## config.mk

```make
export PLATFORM = sky130hd
export DESIGN_NAME = alu_serial_unit
export DESIGN_NICKNAME = d
export VERILOG_FILES = /design/src/rtl/alu_serial_unit_pkg.sv /design/src/rtl/alu_serial_unit_alu.sv /design/src/rtl/alu_serial_unit.sv
export SDC_FILE = /design/constraint.sdc
export NUM_CORES = 1
export LEC_CHECK = 0
export BUFFER_PORTS_ARGS = -buffer_cell sky130_fd_sc_hd__buf_4
export CAP_MARGIN = 40
export CORE_MARGIN = 2
export CORE_UTILIZATION = 65
export DETAILED_ROUTE_END_ITERATION = 10
export GPL_TIMING_DRIVEN = 0
export HOLD_SLACK_MARGIN = 0.08
export PLACE_DENSITY = 0.94
export SLEW_MARGIN = 20
export SYNTH_ARGS = -nofsm -noshare
export SYNTH_HDL_FRONTEND = slang
export SYNTH_HIERARCHICAL = 1
export SYNTH_SLANG_ARGS = --single-unit
```

## constraint.sdc

```tcl
create_clock -name clk -period 8.8 [get_ports clk]
set_input_delay 1.32 -clock clk [delete_from_list [all_inputs] [get_ports clk]]
set_output_delay 1.32 -clock clk [all_outputs]
set_load 0.01 [all_outputs]
```

## src/rtl/alu_serial_unit_pkg.sv

```systemverilog
// Shared types for the ALU service unit: opcode encoding, FSM states and
// small helpers used by both the unit and its combinational ALU.
package alu_serial_unit_pkg;

    localparam int ALU_W   = 32;
    localparam int SHAMT_W = 5;

    // Encodings 4'hA..4'hF are unassigned and behave as "unrecognised".
    typedef enum logic [3:0] {
        ALU_ADD  = 4'h0,
        ALU_SUB  = 4'h1,
        ALU_AND  = 4'h2,
        ALU_OR   = 4'h3,
        ALU_XOR  = 4'h4,
        ALU_SLT  = 4'h5,
        ALU_SLTU = 4'h6,
        ALU_SLL  = 4'h7,
        ALU_SRL  = 4'h8,
        ALU_SRA  = 4'h9
    } alu_control_t;

    typedef enum logic [1:0] {
        S_IDLE  = 2'd0,
        S_SHIFT = 2'd1,
        S_DONE  = 2'd2
    } alu_serial_state_t;

    function automatic logic is_shift(input alu_control_t control);
        return (control == ALU_SLL) || (control == ALU_SRL) || (control == ALU_SRA);
    endfunction

endpackage

```

## src/rtl/alu_serial_unit_alu.sv

```systemverilog
// Combinational ALU for every non-shift operation; shift encodings return 0
// here because the serial unit produces those results itself.
module alu
    import alu_serial_unit_pkg::*;
#(
    parameter int N = 32
) (
    input  alu_control_t   control,
    input  logic [N-1:0]   a,
    input  logic [N-1:0]   b,
    output logic [N-1:0]   result,
    output logic           overflow,
    output logic           zero,
    output logic           equal
);

    logic signed [N-1:0] a_s;
    logic signed [N-1:0] b_s;
    logic [N-1:0]        sum;
    logic [N-1:0]        diff;

    // Two's-complement overflow: operands agree in sign (ADD) or differ (SUB)
    // and the result sign departs from a.
    function automatic logic signed_overflow(
        input logic a_msb,
        input logic b_msb,
        input logic r_msb,
        input logic is_sub
    );
        logic same_sign;
        same_sign = (a_msb == b_msb);
        return (is_sub ? !same_sign : same_sign) && (r_msb != a_msb);
    endfunction

    assign a_s  = a;
    assign b_s  = b;
    assign sum  = a + b;
    assign diff = a - b;

    always_comb begin
        result   = '0;
        overflow = 1'b0;
        case (control)
            ALU_ADD: begin
                result   = sum;
                overflow = signed_overflow(a[N-1], b[N-1], sum[N-1], 1'b0);
            end
            ALU_SUB: begin
                result   = diff;
                overflow = signed_overflow(a[N-1], b[N-1], diff[N-1], 1'b1);
            end
            ALU_AND:  result = a & b;
            ALU_OR:   result = a | b;
            ALU_XOR:  result = a ^ b;
            ALU_SLT:  result = {{(N-1){1'b0}}, (a_s < b_s)};
            ALU_SLTU: result = {{(N-1){1'b0}}, (a < b)};
            default:  result = '0;
        endcase
    end

    assign zero  = (result == '0);
    assign equal = (a == b);

endmodule

```

## src/rtl/alu_serial_unit.sv

```systemverilog
// Request/response ALU service: non-shift ops finish in one cycle through
// the combinational alu, shifts run one bit position per cycle.
module alu_serial_unit
    import alu_serial_unit_pkg::*;
#(
    parameter int N = 32
) (
    input  logic           clk,
    input  logic           rst,
    input  logic           req_valid,
    output logic           req_ready,
    input  alu_control_t   req_control,
    input  logic [N-1:0]   req_a,
    input  logic [N-1:0]   req_b,
    output logic           rsp_valid,
    input  logic           rsp_ready,
    output logic [N-1:0]   rsp_result,
    output logic           rsp_overflow,
    output logic           rsp_zero,
    output logic           rsp_equal,
    output logic           busy
);

    alu_serial_state_t     state;
    alu_serial_state_t     state_next;
    alu_control_t          ctl_q;
    logic [SHAMT_W-1:0]    cnt_q;
    logic [N-1:0]          a_q;
    logic [N-1:0]          b_q;
    logic [N-1:0]          sh_q;
    logic                  accept;

    logic [N-1:0]          alu_result;
    logic                  alu_overflow;
    logic                  alu_zero;
    logic                  alu_equal;

    function automatic logic [N-1:0] shift_step(
        input alu_control_t control,
        input logic [N-1:0] value
    );
        case (control)
            ALU_SLL: return {value[N-2:0], 1'b0};
            ALU_SRL: return {1'b0, value[N-1:1]};
            ALU_SRA: return {value[N-1], value[N-1:1]};
            default: return value;
        endcase
    endfunction

    alu #(.N(N)) u_alu (
        .control  (ctl_q),
        .a        (a_q),
        .b        (b_q),
        .result   (alu_result),
        .overflow (alu_overflow),
        .zero     (alu_zero),
        .equal    (alu_equal)
    );

    assign accept    = req_valid && (state == S_IDLE);
    assign req_ready = (state == S_IDLE);
    assign rsp_valid = (state == S_DONE);
    assign busy      = (state != S_IDLE);

    always_comb begin
        state_next = state;
        case (state)
            S_IDLE: begin
                if (req_valid) begin
                    if (is_shift(req_control) && (req_b[SHAMT_W-1:0] != '0))
                        state_next = S_SHIFT;
                    else
                        state_next = S_DONE;
                end
            end
            S_SHIFT: begin
                if (cnt_q == SHAMT_W'(1))
                    state_next = S_DONE;
            end
            S_DONE: begin
                if (rsp_ready)
                    state_next = S_IDLE;
            end
            default: state_next = S_IDLE;
        endcase
    end

    // Control state: FSM, captured opcode and remaining shift count.
    always_ff @(posedge clk) begin
        if (rst) begin
            state <= S_IDLE;
            ctl_q <= ALU_ADD;
            cnt_q <= '0;
        end else begin
            state <= state_next;
            if (accept) begin
                ctl_q <= req_control;
                cnt_q <= req_b[SHAMT_W-1:0];
            end else if (state == S_SHIFT) begin
                cnt_q <= cnt_q - SHAMT_W'(1);
            end
        end
    end

    // Operand and shift datapath; only observed through S_DONE-gated outputs.
    always_ff @(posedge clk) begin
        if (accept) begin
            a_q  <= req_a;
            b_q  <= req_b;
            sh_q <= req_a;
        end else if (state == S_SHIFT) begin
            sh_q <= shift_step(ctl_q, sh_q);
        end
    end

    // Outputs are a pure function of registers, so they cannot move while
    // the unit waits in S_DONE, and they read as zero in every other state.
    always_comb begin
        rsp_result   = '0;
        rsp_overflow = 1'b0;
        rsp_zero     = 1'b0;
        rsp_equal    = 1'b0;
        if (state == S_DONE) begin
            if (is_shift(ctl_q)) begin
                rsp_result = sh_q;
                rsp_zero   = (sh_q == '0);
                rsp_equal  = (a_q == b_q);
            end else begin
                rsp_result   = alu_result;
                rsp_overflow = alu_overflow;
                rsp_zero     = alu_zero;
                rsp_equal    = alu_equal;
            end
        end
    end

endmodule

```

=== Word-level counts from Yosys, hierarchy flattened ===
Index checks and enable logic that the tools add are counted.
W data, S select, Z words.

* Register bits: 107
* Bits in latches: 0
* Bits in writable memories: 0
* Memory bits (read-only): 0
* Input port bits: 72
* Output and inout port bits: 38
* Logic and storage cells: 78
* Memories kept: 0

* $add $sub $neg: 3
* $mul: 0
* Div/mod/pow operators: 0
* $lt $le $gt $ge: 2
* Equal/unequal tests: 23
* Shift-type cells: 0
* Multiplexer cells: 19
* Bitwise operators: 3
* Reductions and logical operators: 21

{| class="wikitable"
|+ Operators by type and width
! cell !! count
|-
| $pmux W32 S7 || 1
|-
| $mux W32 || 4
|-
| $pmux W32 S3 || 1
|-
| $logic_not A32 Y1 || 2
|-
| $lt A32 B32 Y1 || 2
|-
| $add A32 B32 Y32 || 1
|-
| $and A32 B32 Y32 || 1
|-
| $eq A32 B32 Y1 || 1
|-
| $or A32 B32 Y32 || 1
|-
| $sub A32 B32 Y32 || 1
|-
| $xor A32 B32 Y32 || 1
|-
| $eq A4 B3 Y1 const B || 5
|-
| $eq A4 B4 Y1 const B || 4
|-
| $mux W5 || 2
|-
| $eq A4 B2 Y1 const B || 2
|-
| $mux W2 || 4
|-
| $ne A2 B2 Y1 const B || 3
|-
| $pmux W2 S3 || 1
|-
| $reduce_and A3 Y1 || 2
|-
| $eq A5 B1 Y1 const B || 1
|-
| $mux W1 || 5
|-
| $reduce_bool A5 Y1 || 1
|-
| $sub A5 B1 Y5 const B || 1
|-
| $eq A4 B1 Y1 const B || 1
|-
| other kinds (15) || 23
|}

=== Logic depth before layout (Yosys ltp) ===
Gate-level depths: netlist (run 1).

* Word-level depth: 7
* Gate-level depth with buffers: 17
* Depth with buffers taken out: 17

=== By module ===
The synthesis (run 1) kept the hierarchy.

{| class="wikitable"
|+ Modules (own cells, without submodules)
! module !! instances !! cells an instance !! area an instance (um2) !! sequential area each (um2)
|-
| alu || 1 || 917 || 5911.9 || 0.0
|-
| alu_serial_unit || 1 || 451 || 5078.6 || 3103.0
|}

=== Least setup slack after synthesis (run 1) ===
Ideal clock, no wire load.

* Path type: register -> output
* Start: register b_q[0]
* End: output port rsp_zero
* Arrival: 4285 ps
* Required time: 7480 ps
* Slack: 3195 ps
* Stages on the path, launching flop included: 16
* Buffers on the path: 0
* Path through: edfxtp_1 -> ha_1 -> fa_1 -> a21o_1 -> a221o_1 -> a31o_2 -> a21oi_1 -> mux2i_1 -> nor2_1 -> or4b_1 -> or4_1 -> nor4b_1 -> or4b_1 -> nor4_2 -> a21oi_1 -> nor2_1

* Longest elaborated chain between the ends: 5
* Elaborated cells on any way between the ends: 11
* Those cells by class: 2 x add/sub; 2 x order compare; 3 x mux; 3 x bitwise; 1 x reduce/logical

{| class="wikitable"
|+ Ends and longest elaborated chain
! what !! line !! source
|-
| start: declaration || alu_serial_unit.sv:29 || <nowiki>logic [N-1:0] b_q;</nowiki>
|-
| start signal: assignment || alu_serial_unit.sv:109 || <nowiki>b_q <= req_b;</nowiki>
|-
| $sub A32 B32 Y32 (tied with other cells) || alu_serial_unit_alu.sv:38 || <nowiki>assign diff = a - b;</nowiki>
|-
| $pmux W32 S7 * || alu_serial_unit_alu.sv:43 || <nowiki>case (control)</nowiki>
|-
| $logic_not A32 Y1 * || alu_serial_unit_alu.sv:61 || <nowiki>assign zero = (result == '0);</nowiki>
|-
| via alu_zero || alu_serial_unit.sv:35 || <nowiki>logic alu_zero;</nowiki>
|-
| $mux W1 * || alu_serial_unit.sv:124 || <nowiki>if (is_shift(ctl_q)) begin</nowiki>
|-
| $mux W1 * || alu_serial_unit.sv:123 || <nowiki>if (state == S_DONE) begin</nowiki>
|-
| end: declaration || alu_serial_unit.sv:19 || <nowiki>output logic rsp_zero,</nowiki>
|}

The timed path passes the listed nets; every way through them passes the cells marked *.

=== Final worst setup path (run 1) ===
Ends and elaborated chain as after synthesis.

==> results by stage, run 1 <==
Status:
- The run finished with clean final reports.

Worst setup path:
- The critical path startpoint category is a register.
- The startpoint identified for the worst register-to-register timing path is ctl_q[0].
- The worst setup path is captured at a primary output.
- For the worst setup path, the data required time is approximately 7500 ps.
- The classification of the worst setup path is register to primary output.
- In this run the register-to-register setup slack is 6380 ps.
- The maximum net fanout on the critical path is 7.
- STA puts the critical path data arrival time at 5770 ps.
- The count of cells along the worst register-to-register path is 6.
- The capture instance of the worst register-to-register path is sh_q[29].

Power:
- The analysis attributes to cell leakage a power of about 0.0052 uW.
- IR analysis of the VDD net gives a maximum drop of roughly 140 uV.
- For this design the ratio of total power to cell area is 158 nW/um2.

Timing:
- The hold violation total from the final report came to 0.
- The worst slew margin relative to its limit is 0.354.
- The worst setup margin is 1710 ps.
- The shortest period the worst path allows is 7090 ps.
- The count of final max-slew check failures is 0.
- For the final database, setup skew stands at ~14 ps.
- The final setup violation count is 0.
- The final clock period utilization by the worst path is 0.806.
- The actual slew at the worst max-slew pin is approximately 970 ps.
- Derived from the worst setup path, the maximum achievable clock frequency is between 100 and 150 MHz.
- Setup repair after global routing left no endpoint under its margin.
- In the final timing run, aggregate negative setup slack is 0 ps.

Place:
- At the placement stage, the worst setup path has a slack of between 2000 and 2500 ps.
- The congestion estimate from routability-driven global placement came to approximately 1.1.
- The total of buffers placed on input and output ports is approximately 110.
- The placed wire-length estimate after detailed placement is between 30000 and 40000 um.

Global routing:
- The wire length of the first global-routing pass is 64100 um.
- Summed over all layers, the global routing overflow is 0.
- The met1 usage is 0.632.
- Entering global routing, the biggest net connects 74 pins.
- The peak-usage layer in the global routing report is met2.
- For met3 alone, demand over resource in global routing was 0.112.
- The initial antenna violation count is 0.
- In the global route stage, overall resource usage came out at 0.467.
- The via count of the first global-routing pass is roughly 11000.
- For met2 alone, demand over resource in global routing was 0.701.

Detailed routing:
- The total iterations of the first detailed-routing run is 8.
- The count of routing violations after the opening detailed-route iteration is 2244.
- The total via count after detailed routing is between 10000 and 15000.
- After detailed routing, the total wire length is 42600 um.
- The wire length per cell is around 25 um.
- The number of nets with antenna violations after routing is 0.
- The post-detailed-route DRC marker count is 0.
- Dividing the detail-routed via count by the number of cells gives just over 7.

Floorplan:
- The starting density of the core is 0.663.
- The width of the chip is approximately 130 um.
- The die is 134 um tall.
- For this design the top-level I/O count stands at 110.
- The die footprint is 18000 um2.
- The floorplan has 47 rows.
- The region available for standard cell placement spans roughly 17000 um2.

Worst hold path:
- The worst min-delay path endpoint is cnt_q[4].
- Along the worst hold path, the cell count comes to 2.
- The worst hold path startpoint is cnt_q[4].
- In this run the worst hold path is classified as register to register.

Yosys:
- In the synthesized netlist, the number of instances is roughly 1400.
- The synthesized netlist net count is about 1500.
- The total of warnings raised by yosys is 6.
- In the synthesized netlist the async set-or-reset flop fraction comes to 0.
- The synthesized design contains between 100 and 150 register bits.
- The most used flip-flop cell after synthesis is sky130_fd_sc_hd__edfxtp_1.
- The sequential element share of the synthesized area is 0.282.
- The number of flops mapped to enable cells by yosys is 96.
- The count of unique library cells instantiated by Yosys is between 80 and 90.
- The mapped netlist covers approximately 11000 um2.
- The post-synthesis area per instance is about 8.0 um2.

Cells and area:
- For this run, the post-layout net count is around 1700.
- At the end of the flow the core is filled with cells to 0.751.
- Of the cells placed in the final design, the portion with a size suffix greater than 1 is 0.125.
- The layout overhead on the synthesized area is 13.3%.
- The repair_antennas step left the layout with diodes totalling 0.

CTS:
- The longest clock path from root to sink contains 2 buffers.
- The cell chosen for the clock root is sky130_fd_sc_hd__clkbuf_16.
- The clock reaches the later pin of the worst-skew pair after between 300 and 400 ps.
- The CTS tree is built.
- The clock-pin slew on the worst setup and hold paths is ~70 ps.
- Clock tree synthesis inserted a total of 9 buffers.
- The number of setup buffers added after CTS is 0.
- The post-cts gate resize count is 0.
- In this run the number of H-tree levels came out at 3.
- The number of hold buffers added after CTS was 0.
- The sink count of the clock tree is about 110.

Job:
- The reported max-cap violation count is 0.
[kinds of logic (layout without fill, tap and decap cells)]
kind of cell / Yosys count / in the layout / synth area share
AND/OR/NAND/NOR: 478 / 478 / 0.216
multiplexers: 39 / 39 / 0.0357
XOR/XNOR: 41 / 41 / 0.0327
AO/OA/AOI/OAI: 404 / 404 / 0.233
buffers and inverters: 190 / 317 / 0.0748
adder cells (fa/ha/maj): 109 / 109 / 0.125
flip-flops: 107 / 107 / 0.282
[cell usage after synthesis (all sizes together) (10+ instances only)]
cell,number,area [um2]
or3,17,106
xnor2,40,350
a31oi,11,68.8
nand2b,10,70.1
nor4,25,184
nor3,42,215
nor2,90,340
ha,107,1340
inv,105,394
a21o,14,105
nor2b,13,81.3
a211o,11,97.6
nand4,17,106
o211ai,18,135
buf,34,235
a211oi,16,125
mux2i,37,370
o21bai,11,82.6
o21ai,98,494
dfxtp,11,220
edfxtp,96,2880
clkbuf,51,193
a221oi,12,105
and3,12,75.1
nand3,26,130
a21oi,129,646
o31ai,10,75.1
nand2,177,664
[power by group]
group | switching, uW | internal, uW
combinational | 577 | 307
clock | 202 | 199
sequential | 67.1 | 614
total | 845 | 1120
[layout make-up]
cell class / count / area [um2]
Buffer: 85 / 430
Clock buffer: 10 / 229
Clock inverter: 6 / 62.6
Fill cell: 1153 / 4130
Inverter: 105 / 394
Multi-Input combinational cell: 1071 / 7090
Sequential cell: 107 / 3100
Tap cell: 220 / 275
Timing Repair Buffer: 111 / 866
[layout by cell type, fill, tap and decap left out, types with 10 or more instances in the layout]
master	n
sky130_fd_sc_hd__ha_1	107
sky130_fd_sc_hd__o31ai_1	10
sky130_fd_sc_hd__o211ai_1	18
sky130_fd_sc_hd__o21ai_1	12
sky130_fd_sc_hd__a211oi_1	15
sky130_fd_sc_hd__nor2_1	89
sky130_fd_sc_hd__o21ai_0	84
sky130_fd_sc_hd__a211o_1	10
sky130_fd_sc_hd__xnor2_1	40
sky130_fd_sc_hd__a31oi_1	11
sky130_fd_sc_hd__o21bai_1	11
sky130_fd_sc_hd__nor4_1	22
sky130_fd_sc_hd__nand4_1	17
sky130_fd_sc_hd__or3_1	17
sky130_fd_sc_hd__nand2_1	177
sky130_fd_sc_hd__nand3_1	26
sky130_fd_sc_hd__inv_1	103
sky130_fd_sc_hd__nor3_1	41
sky130_fd_sc_hd__a221oi_1	12
sky130_fd_sc_hd__edfxtp_1	96
sky130_fd_sc_hd__clkbuf_1	51
sky130_fd_sc_hd__a21o_1	14
sky130_fd_sc_hd__and3_1	12
sky130_fd_sc_hd__buf_2	16
sky130_fd_sc_hd__dfxtp_1	11
sky130_fd_sc_hd__buf_4	117
sky130_fd_sc_hd__a21oi_1	129
sky130_fd_sc_hd__mux2i_1	37
sky130_fd_sc_hd__nor2b_1	13
[worst max-delay path by stage]
stage,startpoint,to,depth (start not counted)
2_1_floorplan,b_q[0],rsp_zero,15
3_3_place_gp,b_q[0],rsp_zero,16
3_5_place_dp,b_q[0],rsp_zero,16
4_1_cts,b_q[0],rsp_zero,16
5_1_grt,b_q[0],rsp_zero,16
6_report,b_q[0],rsp_zero,16
[critical path: stages, from the launching register on]
cell	delay (ps)
sky130_fd_sc_hd__edfxtp_1	480
sky130_fd_sc_hd__ha_1	310
sky130_fd_sc_hd__fa_1	420
sky130_fd_sc_hd__a21o_1	200
sky130_fd_sc_hd__a221o_1	420
sky130_fd_sc_hd__a31o_2	310
sky130_fd_sc_hd__a21oi_1	430
sky130_fd_sc_hd__mux2i_1	290
sky130_fd_sc_hd__nor2_1	60
sky130_fd_sc_hd__or4b_1	520
sky130_fd_sc_hd__or4_1	440
sky130_fd_sc_hd__nor4b_1	380
sky130_fd_sc_hd__or4b_1	520
sky130_fd_sc_hd__nor4_2	270
sky130_fd_sc_hd__a21oi_1	100
sky130_fd_sc_hd__nor2_1	140
sky130_fd_sc_hd__buf_4	140
[routing by layer]
layer / vias up / routed length [um]
li1: 5235 / -
met1: 5565 / 15700
met2: 1178 / 17800
met3: 243 / 6580
met4: 0 / 2520
met5: - / 0
[per-stage QoR]
step	hold slack (ps)	power, uW	std cells	area (um2)
2_1_floorplan	461	1200	1368	11000
3_3_place_gp	477	1470	1697	12100
4_1_cts	526	1900	1714	12400
6_report	534	1960	1715	12400
3_5_place_dp	484	1500	1698	12100
5_1_grt	564	2030	1715	12400
[state kept, by name (all words and copies together), names as in the netlist]
signal and cells:
b_q 32, cnt_q 5, sh_q 32, a_q 32, state 2, ctl_q 4
Note: power is estimated with default switching activity, not from simulation.
==> run 2: changes to the inputs <==
Settings changed: CORE_UTILIZATION 65 to 61, PLACE_DENSITY 0.94 to 0.89.
Clock period 8.8 ns to 7.17 ns, I/O delays scaled along.
==> results by stage, run 2 (synthesized netlist as in run 1, its figures left out) <==
Floorplan:
- The width of the chip is 138 um (+3.1%).
- The starting density of the core is 0.616 (-0.0467).
- The I/O pin total came to 110 (unchanged).
- The die span in y is 138 um (+3.1%).
- The die footprint came to 19100 um2 (+6.4%).
- The standard cell core area was 17800 um2 (+7.6%).
- The number of rows in the core area is 49 (+4.3%).

Timing:
- The tightest hold margin is 520 ps (-13.8 ps).
- The hold violation total from the final report is 0 (unchanged).
- The actual slew at the worst max-slew pin is 1040 ps (+75.3 ps).
- The final setup violation count is 0 (unchanged).
- The worst slew margin relative to its limit is 0.286 (-0.0682).
- The setup TNS is 0 ps (unchanged).
- Setup repair after global routing left no endpoint under its margin.
- The count of final max-slew check failures is 0 (unchanged).
- In the finished design, the share of the clock period the worst path needs comes to 0.971.
- The clock skew is 8.89 ps (-5.28 ps).
- Derived from the worst setup path, the maximum achievable clock frequency is around 140 MHz.
- The shortest period the worst path allows is just under 7000 ps.

Cells and area:
- The top cell types in the final layout, fill and taps aside, are 177 x sky130_fd_sc_hd__nand2_1, 129 x sky130_fd_sc_hd__a21oi_1, 117 x sky130_fd_sc_hd__buf_4.
- The fraction of final layout cells sized beyond drive strength 1 was 0.127 (+0.00175).
- The filler cell count is 1415 (+23%).
- Leaving out fill and tap cells, the most frequent cell in the layout is sky130_fd_sc_hd__nand2_1.
- In the final layout, the registers with the most flip-flops are a_q x32, b_q x32, sh_q x32.
- The final net count is 1674 (+0.18%).
- The multi-input logic area is 7090 um2 (unchanged).
- The layout overhead on the synthesized area is 13.7%.
- The final cell utilization of the core is 0.701 (-0.0502).
- The number of antenna repair diodes was 0 (unchanged).
- The area taken by flip-flops and latches came to 3100 um2 (unchanged).

Worst setup path:
- The largest stage delay on the critical path is 550 ps (+30 ps).
- The depth of the critical timing path with buffers and inverters included is 16 (unchanged).
- On the critical path, the stage with the largest delay is an instance of sky130_fd_sc_hd__or4b_1.
- The worst setup path is launched from a register.
- The maximum net fanout on the critical path is 7 (unchanged).
- The count of cells along the worst register-to-register path was 6 (unchanged).
- The data arrival time of the worst path is 5890 ps (+120 ps).
- The buffer and inverter count on the worst path is 1 (unchanged).
- The critical path endpoint category is a primary output.
- The classification of the worst setup path is register to primary output.
- The critical path required time was 6090 ps (-1390 ps).
- The cell class contributing the biggest share of worst-path delay is simple AND/OR/NAND/NOR gates.
- The signal on the critical path passes through ha_1 > fa_1 > a21o_1 > a221o_1 > a31o_2 > a21oi_1 > mux2i_1 > nor2_1 > or4b_1 > or4_1 > nor4b_1 > or4b_1 > nor4_2 > a21oi_1 > nor2_1 > buf_4.

Global routing:
- The via count of the first global-routing pass is 11200 (+0.018%).
- The total congestion overflow is 0 (unchanged).
- The total global-route track usage is 0.413 (-0.0538).
- The largest net degree at the start of global routing is 41 (-45%).
- The initial antenna violation count is 0 (unchanged).
- The wire length of the first global-routing pass was 61900 um (-3.3%).

Detailed routing:
- The post-detailed-route DRC marker count is 0 (unchanged).
- The total via count after detailed routing was 11900 (-2.5%).
- The routed wire length is 41000 um (-3.6%).
- The count of routing violations after the opening detailed-route iteration was 1791 (-20%).
- The number of nets with antenna violations after routing is 0 (unchanged).
- The wire length per cell is 23.8 um (-4.3%).
- The via count normalized by instance count was 6.90 (-3.2%).
- The total iterations of the first detailed-routing run is 7 (-1).

CTS:
- The clock-pin slew on the worst setup and hold paths came to 80 ps (about the same).
- The cell chosen for the clock root is sky130_fd_sc_hd__clkbuf_16.
- The number of CTS-inserted buffers was 9 (unchanged).
- The clock latency on the worst-skew pair is 350 ps (-20 ps).
- The post-CTS setup repair buffer count is 0 (unchanged).
- TritonCTS built the clock tree.
- The maximum level of the CTS H-tree came to 3 (unchanged).
- The worst-case clock buffer depth is 2 (unchanged).
- The sink count of the clock tree is 107 (unchanged).
- The post-cts gate resize count is 0 (unchanged).
- The total of hold buffers inserted after clock tree synthesis was 0 (unchanged).

Power:
- The ratio of total power to cell area is 194 nW/um2 (+23%).
- The peak supply drop is 166 uV (+15%).
- The leakage power is 0.00521 uW (+0.46%).
- The final total power was 2430 uW (+24%).

Place:
- The global placement routability congestion is 1.06 (-4.9%).
- The total of buffers placed on input and output ports came to 109 (unchanged).
- The placed wire-length estimate after detailed placement came to 31600 um (-1.6%).

Worst hold path:
- The type of the tightest min-delay check is register to register.
- The worst hold path stage count was 2 (unchanged).

Job:
- The reported max-cap violation count came to 0 (unchanged).

Status:
- The run finished with clean final reports.
## run 2: cell count changes in the layout (fill, tap and decap cells not counted)
cell | previous run | this run
sky130_fd_sc_hd__buf_2 | 16 | 17
sky130_fd_sc_hd__buf_6 | 8 | 9
sky130_fd_sc_hd__bufinv_16 | 0 | 1
sky130_fd_sc_hd__clkbuf_1 | 51 | 50
sky130_fd_sc_hd__clkbuf_2 | 1 | 2
sky130_fd_sc_hd__clkinv_1 | 0 | 1
sky130_fd_sc_hd__clkinv_4 | 4 | 2
sky130_fd_sc_hd__clkinv_8 | 1 | 0
sky130_fd_sc_hd__inv_6 | 0 | 1
sky130_fd_sc_hd__inv_8 | 1 | 2
## run 2: cell type report
type,count,share of cell area
multi-input combinational,1071,0.567
sequential,107,0.248
timing repair buffer,114,0.0710
buffer,85,0.0344
inverter,105,0.0315
tap,229,0.0229
clock buffer,9,0.0180
clock inverter,7,0.00661
## run 2: worst register-to-register path, stage by stage (launching register included)
cell                      delay, ps
sky130_fd_sc_hd__dfxtp_1        560
sky130_fd_sc_hd__and4b_1        320
sky130_fd_sc_hd__nor2_2          70
sky130_fd_sc_hd__buf_6          140
sky130_fd_sc_hd__buf_2          200
sky130_fd_sc_hd__o21ai_4        500
sky130_fd_sc_hd__buf_16         230
## run 2: metrics by stage
stage / instances / instance area [um2] / setup WS (ps)
floorplan: 1368 / 11000 / 1810
global placement: 1706 / 12100 / 960
detailed placement: 1709 / 12200 / 855
CTS: 1725 / 12500 / 310
global route: 1727 / 12500 / 133
finish: 1727 / 12500 / 205
## run 2: routing by layer
metal  GRT usage  vias up  part of all wire
met3      0.0942      215              0.14
met5           0        -                 0
met1       0.557     5432              0.38
li1            -     5223                 -
met4       0.209        0             0.059
met2       0.626     1043              0.42
## run 2: path summary, 6_finish.rpt
path             from  slack (ps)  endpoint
max            b_q[0]         210  rsp_zero
max reg2reg  ctl_q[0]        4840  sh_q[26]
min reg2reg  cnt_q[1]         520  cnt_q[1]
min          cnt_q[1]         520  cnt_q[1]
## run 2: report_power, final
part           total [uW]  switching [uW]  internal, uW
clock                 527             250           278
sequential            830            77.1           753
combinational        1070             693           378
total                2430            1020          1410
